File: config.mk
export PLATFORM = sky130hd
export DESIGN_NAME = rf_alu_pipe
export DESIGN_NICKNAME = d
export VERILOG_FILES = /design/src/rtl/rf_alu_pkg.sv /design/src/rtl/rf_bypass_regfile.sv /design/src/rtl/rf_alu_pipe.sv
export SDC_FILE = /design/constraint.sdc
export NUM_CORES = 1
export LEC_CHECK = 0
export CORE_MARGIN = 5
export CORE_UTILIZATION = 55
export CTS_CLUSTER_DIAMETER = 150
export CTS_CLUSTER_SIZE = 28
export DETAILED_ROUTE_END_ITERATION = 16
export HOLD_SLACK_MARGIN = 0.02
export PLACE_DENSITY = 0.8
export SYNTH_ARGS = -nofsm -noshare
export SYNTH_HDL_FRONTEND = slang
export SYNTH_HIERARCHICAL = 1
export SYNTH_SLANG_ARGS = --single-unit
File: constraint.sdc
create_clock -name clk -period 13.3 [get_ports clk]
set_input_delay 1.33 -clock clk [delete_from_list [all_inputs] [get_ports clk]]
set_output_delay 1.33 -clock clk [all_outputs]
set_load 0.005 [all_outputs]
File: src/rtl/rf_alu_pkg.sv
// Shared encodings for the register-file / ALU datapath: opcodes, writeback sources,
// instruction field positions and PSW bit order.
package rf_alu_pkg;

  localparam int RF_AW = 3;

  typedef enum logic [2:0] {
    ALU_ADD   = 3'b000,
    ALU_ADC   = 3'b001,
    ALU_SUB   = 3'b010,
    ALU_SBB   = 3'b011,
    ALU_AND   = 3'b100,
    ALU_OR    = 3'b101,
    ALU_XOR   = 3'b110,
    ALU_PASSA = 3'b111
  } alu_op_e;

  typedef enum logic [1:0] {
    WB_DATA = 2'b00,
    WB_SUM  = 2'b01,
    WB_LI   = 2'b10,
    WB_SUMX = 2'b11
  } wb_src_e;

  localparam int INS_RD_LSB = 8;
  localparam int INS_RA_LSB = 5;
  localparam int INS_RB_LSB = 2;

  // Packed PSW order used when the flags are viewed as a nibble {C,Z,N,V}
  localparam int PSW_C = 3;
  localparam int PSW_Z = 2;
  localparam int PSW_N = 1;
  localparam int PSW_V = 0;

endpackage

File: src/rtl/rf_bypass_regfile.sv
// 8-entry register file, two combinational read ports with write-through bypass,
// one write port, synchronous active-low clear.
module rf_bypass_regfile
  import rf_alu_pkg::*;
#(
  parameter int DATA_W = 16,
  parameter int NREG   = 8
) (
  input  logic              clk,
  input  logic              rst_n,
  input  logic [RF_AW-1:0]  ra_a,
  input  logic [RF_AW-1:0]  ra_b,
  input  logic [RF_AW-1:0]  wa,
  input  logic              we,
  input  logic [DATA_W-1:0] wd,
  output logic [DATA_W-1:0] rd_a,
  output logic [DATA_W-1:0] rd_b
);

  logic [DATA_W-1:0] mem [NREG];

  always_ff @(posedge clk) begin
    if (!rst_n) begin
      for (int i = 0; i < NREG; i++) mem[i] <= '0;
    end else if (we) begin
      mem[wa] <= wd;
    end
  end

  assign rd_a = (we && wa == ra_a) ? wd : mem[ra_a];
  assign rd_b = (we && wa == ra_b) ? wd : mem[ra_b];

endmodule

File: src/rtl/rf_alu_pipe.sv
// ID-stage register reads, ID/EXE operand buffer, ALU and PSW for the multicycle core.
// Sum is combinational from the buffer; the controller sequences every load and write.
module rf_alu_pipe
  import rf_alu_pkg::*;
#(
  parameter int DATA_W     = 16,
  parameter int NREG       = 8,
  parameter int IMM_SIGNED = 0
) (
  input  logic              clk,
  input  logic              Reset,
  input  logic [15:0]       Ins,
  input  logic [DATA_W-1:0] WBData,
  input  logic              WBRF,
  input  logic [1:0]        WBresource,
  input  logic              RBresource,
  input  logic              OprandB,
  input  logic              LI,
  input  logic              Buff_IDEXE,
  input  logic [2:0]        ALUop,
  input  logic              Flag,
  output logic [DATA_W-1:0] Rm,
  output logic [DATA_W-1:0] Rd,
  output logic [DATA_W-1:0] OutR,
  output logic [DATA_W-1:0] LI_EXE,
  output logic [DATA_W-1:0] Sum,
  output logic              C,
  output logic              Z,
  output logic              N,
  output logic              V
);

  logic [RF_AW-1:0]  ra_a, ra_b, wa;
  logic [DATA_W-1:0] wb_val, imm_ext, li_val, opa, opb;
  logic [4:0]        imm5;
  logic [7:0]        imm8;
  logic              ins_unused;

  assign ra_a = Ins[INS_RA_LSB +: RF_AW];
  assign wa   = Ins[INS_RD_LSB +: RF_AW];
  assign ra_b = RBresource ? Ins[INS_RD_LSB +: RF_AW] : Ins[INS_RB_LSB +: RF_AW];
  assign imm5 = Ins[4:0];
  assign imm8 = Ins[7:0];
  assign ins_unused = ^Ins[15:11];

  always_comb begin
    wb_val = WBData;
    case (wb_src_e'(WBresource))
      WB_DATA: wb_val = WBData;
      WB_LI:   wb_val = LI_EXE;
      default: wb_val = Sum;
    endcase
  end

  rf_bypass_regfile #(.DATA_W(DATA_W), .NREG(NREG)) u_rf (
    .clk  (clk),
    .rst_n(Reset),
    .ra_a (ra_a),
    .ra_b (ra_b),
    .wa   (wa),
    .we   (WBRF),
    .wd   (wb_val),
    .rd_a (Rm),
    .rd_b (Rd)
  );

  assign imm_ext = (IMM_SIGNED != 0) ? {{(DATA_W-5){imm5[4]}}, imm5} : {{(DATA_W-5){1'b0}}, imm5};

  // LHI keeps everything of DataB except bits [15:8], which take imm8
  assign li_val = LI ? ((Rd & ~DATA_W'(16'hFF00)) | (DATA_W'(imm8) << 8)) : DATA_W'(imm8);

  always_ff @(posedge clk) begin
    if (!Reset) begin
      opa    <= '0;
      opb    <= '0;
      LI_EXE <= '0;
    end else if (Buff_IDEXE) begin
      opa    <= Rm;
      opb    <= OprandB ? imm_ext : Rd;
      LI_EXE <= li_val;
    end
  end

  assign OutR = opa;

  logic [DATA_W:0] res;
  logic [DATA_W:0] cin_w;
  logic            is_add, is_sub, c_nx, v_nx;

  assign cin_w = {{DATA_W{1'b0}}, C};

  always_comb begin
    res    = '0;
    is_add = 1'b0;
    is_sub = 1'b0;
    case (alu_op_e'(ALUop))
      ALU_ADD:   begin res = {1'b0, opa} + {1'b0, opb};         is_add = 1'b1; end
      ALU_ADC:   begin res = {1'b0, opa} + {1'b0, opb} + cin_w; is_add = 1'b1; end
      ALU_SUB:   begin res = {1'b0, opa} - {1'b0, opb};         is_sub = 1'b1; end
      ALU_SBB:   begin res = {1'b0, opa} - {1'b0, opb} - cin_w; is_sub = 1'b1; end
      ALU_AND:   res = {1'b0, opa & opb};
      ALU_OR:    res = {1'b0, opa | opb};
      ALU_XOR:   res = {1'b0, opa ^ opb};
      default:   res = {1'b0, opa};
    endcase
    // Bit DATA_W is carry-out for adds and borrow for subtracts
    c_nx = (is_add || is_sub) && res[DATA_W];
    v_nx = (is_add && (opa[DATA_W-1] == opb[DATA_W-1]) && (res[DATA_W-1] != opa[DATA_W-1])) ||
           (is_sub && (opa[DATA_W-1] != opb[DATA_W-1]) && (res[DATA_W-1] != opa[DATA_W-1]));
  end

  assign Sum = res[DATA_W-1:0];

  always_ff @(posedge clk) begin
    if (!Reset) begin
      {C, Z, N, V} <= 4'b0000;
    end else if (Flag) begin
      C <= c_nx;
      Z <= (Sum == '0);
      N <= Sum[DATA_W-1];
      V <= v_nx;
    end
  end

endmodule

==> out/results.txt <==
status = finished clean
Required @ worst endpoint = 11.97 ns
Max Transition Viols Final = 0
power density over cell area = 106 nW/um2
crit path DAT = 6.20 ns
area grow syn2layout = 13.7%
pre-CTS WS = 6.35 ns
vias in the first global route = 10700
CP delay by family, top = simple AND/OR/NAND/NOR gates
Placed Cells = 1648
vias = 10900
Gate power share = 31.0%
Critical Path End Type = output port
Internal = 1.14 mW
Final Setup Violations = 0
Clock Skews = 0.00840 ns
RD Place Congestion = 0.943
Setup Buffers After CTS = 0
clock share of power = 29.7%
Avg Inst Size Synth = 10.9 um2
initial core utilization = 55.3%
final worst slack = 5.77 ns
layout cells sized above 1 = 11.4%
post_cts resized = 0
crit-path max cell delay = 0.75 ns
WL final = 41000 um
DPL Wire Length = 29300 um
Flop pwr share = 39.3%
H-tree depth = 4
Filler cells = 1966
crit-path cells = inv_1 > ha_1 > nor2b_1 > nor2_1 > mux2i_1 > nand3_1 > nor4_1 > nand4b_1 > nor3b_1 > mux2_2 > a31oi_1 > nand2_1 > o21ai_0 > mux2_2 > clkdlybuf4s50_1
Cell Area, Synth = 13800 um2
fmax = 133 MHz
Synthesized Nets = 1361
Layout Utilization = 62.9%
min-delay worst type = flip-flop to flip-flop
DIE WIDTH = 168 um
most frequent cells after synthesis = 146 x and2_1, 128 x edfxtp_1, 68 x nand2_1, 63 x mux2i_1, 60 x mux4_1
worst setup path class = flip-flop to output port
RSZ-0062 raised after global routing = false
Leak Pwr = 6.29 nW
dominant cells by area after synthesis = edfxtp_1 28%, mux4_1 11%, dfxtp_1 7.6%
# port buffers = 123
worst-path maximum fanout = 17
diode count = 0
1st-iter DRT viols = 1044
Non-Filler Instances = 1680
post-synth top area cell = edfxtp_1
Mapped Cells = 1259
Yosys top cell area share = 27.9%
switch share = 31.3%
Async SR Flop Fraction = 0%
GRT Residual Overflow = 0
DRC viols = 0
first-pass GRT wire length = 61700 um
core area = 24900 um2
total CTS buffers = 17
NetSw = 0.518 mW
Fin Setup TNS = 0 ns
CP startpoint kind = flip-flop
fin crit period = 7.53 ns
most frequent cell after synthesis = and2_1
CP bufs+invs = 2
Critical Path Slowest Stage Cell = nor4_1
fin crit share = 56.6%
vias per cell = 6.50
IO Count = 129
Final nets = 1439
clock insertion delay at the later pin of the skew report = 0.43 ns
Yosys warning count = 6
maximum vdd drop = 107 uV
DIE AREA = 28300 um2
cell repeated most along the worst path = mux2_2
Rows = 58
Post-synth top flop = edfxtp_1
count of final hold-check violations = 0
fin area = 15700 um2
DIE HEIGHT = 168 um
slew margin rel. = 10.7%
TritonCTS clock tree = done
clock sinks = 180
GRT Overall Usage = 28.1%
number of distinct library cells after synthesis = 94
root buffer cell = clkbuf_16
largest net degree at the start of global routing = 72
Synth Register Bits = 180
DRT Pass-1 Iters = 5
Hold-fix buffers, CTS = 0
wire per inst = 24.4 um
dpl cell area = 15100 um2
Max-Cap Viols = 0
sequential element share of the synthesized area = 35.5%
number of synthesized flops with an enable pin = 128
DRT antenna net count = 0
maximum clock insertion buffer count = 2
antenna violations before repair = 0
worst-margin pin slew = 1.33 ns
clock slew at reported path FFs = 0.06 ns
## area by class of cell
class,instances,area [um2],share of cell area [%]
Multi-Input combinational cell,940,8210,52.5
Clock inverter,12,133,0.847
Tap cell,330,413,2.64
Timing Repair Buffer,145,1380,8.79
Clock buffer,20,437,2.79
Inverter,53,199,1.27
Sequential cell,180,4880,31.2
## layout by cell type, fill, tap and decap left out, types with 9 or more instances in the layout
master / instances
and2_1: 146
edfxtp_1: 128
clkdlybuf4s50_1: 119
nand2_1: 68
mux2i_1: 63
mux4_1: 60
mux2_2: 57
ha_1: 55
dfxtp_1: 52
inv_1: 52
nor2_1: 51
o21ai_0: 44
a21oi_1: 38
xnor2_1: 32
nand3_1: 25
nor2b_1: 25
buf_4: 22
nand2b_1: 17
clkbuf_16: 17
o211a_1: 16
nor3_1: 14
o211ai_1: 13
a31oi_1: 11
mux2_4: 11
and3_1: 10
a21boi_0: 10
nand4_1: 10
nor4_1: 9
xor2_1: 9
## registers in the layout (all words and copies together), names as in the netlist
name      flops
C             1
V             1
opb          16
Z             1
LI_EXE       16
N             1
u_rf/mem    128
OutR         16
## cells by family after synthesis
group / count (synthesis) / share of synthesized area (%)
buf+inv: 139 / 4.88
compound gates: 222 / 11.3
fa+ha+maj: 57 / 5.29
mux: 196 / 22.7
flops: 180 / 35.5
xor+xnor: 44 / 3.05
simple gates: 421 / 17.3
## metrics by stage
stage	power (mW)	hold WS [ns]
floorplan	0.982	0.442
global placement	1.15	0.484
detailed placement	1.16	0.494
CTS	1.65	0.507
global route	1.72	0.531
finish	1.65	0.509
## layer usage
layer | global-route usage (%) | routed length (um) | up-vias
li1 | - | - | 4889
met1 | 34.8 | 15700 | 5374
met2 | 49.4 | 20700 | 544
met3 | 4.70 | 3020 | 114
met4 | 10.3 | 1580 | 0
met5 | 0 | 0 | -
## worst paths after layout
check             start          to  slack, ns  cells past startpoint
max             OutR[6]      Rm[15]       5.77                     15
min          LI_EXE[12]  LI_EXE[12]       0.51                      2
max reg2reg     OutR[6]     opb[15]       7.68                     17
min reg2reg  LI_EXE[12]  LI_EXE[12]       0.51                      2
## power groups by stage
stage	clock network [mW]	registers [mW]	logic, mW
floorplan	0	0.654	0.328
global placement	0	0.658	0.492
detailed placement	0	0.661	0.499
CTS	0.498	0.649	0.504
global route	0.523	0.652	0.546
finish	0.492	0.650	0.513
## tightest hold or removal path: stages, from the launching register on
cell	delay, ns
dfxtp_1	0.32
nand2b_1	0.07
a21boi_0	0.07
No activity file was read; power rests on OpenSTA's default activity.
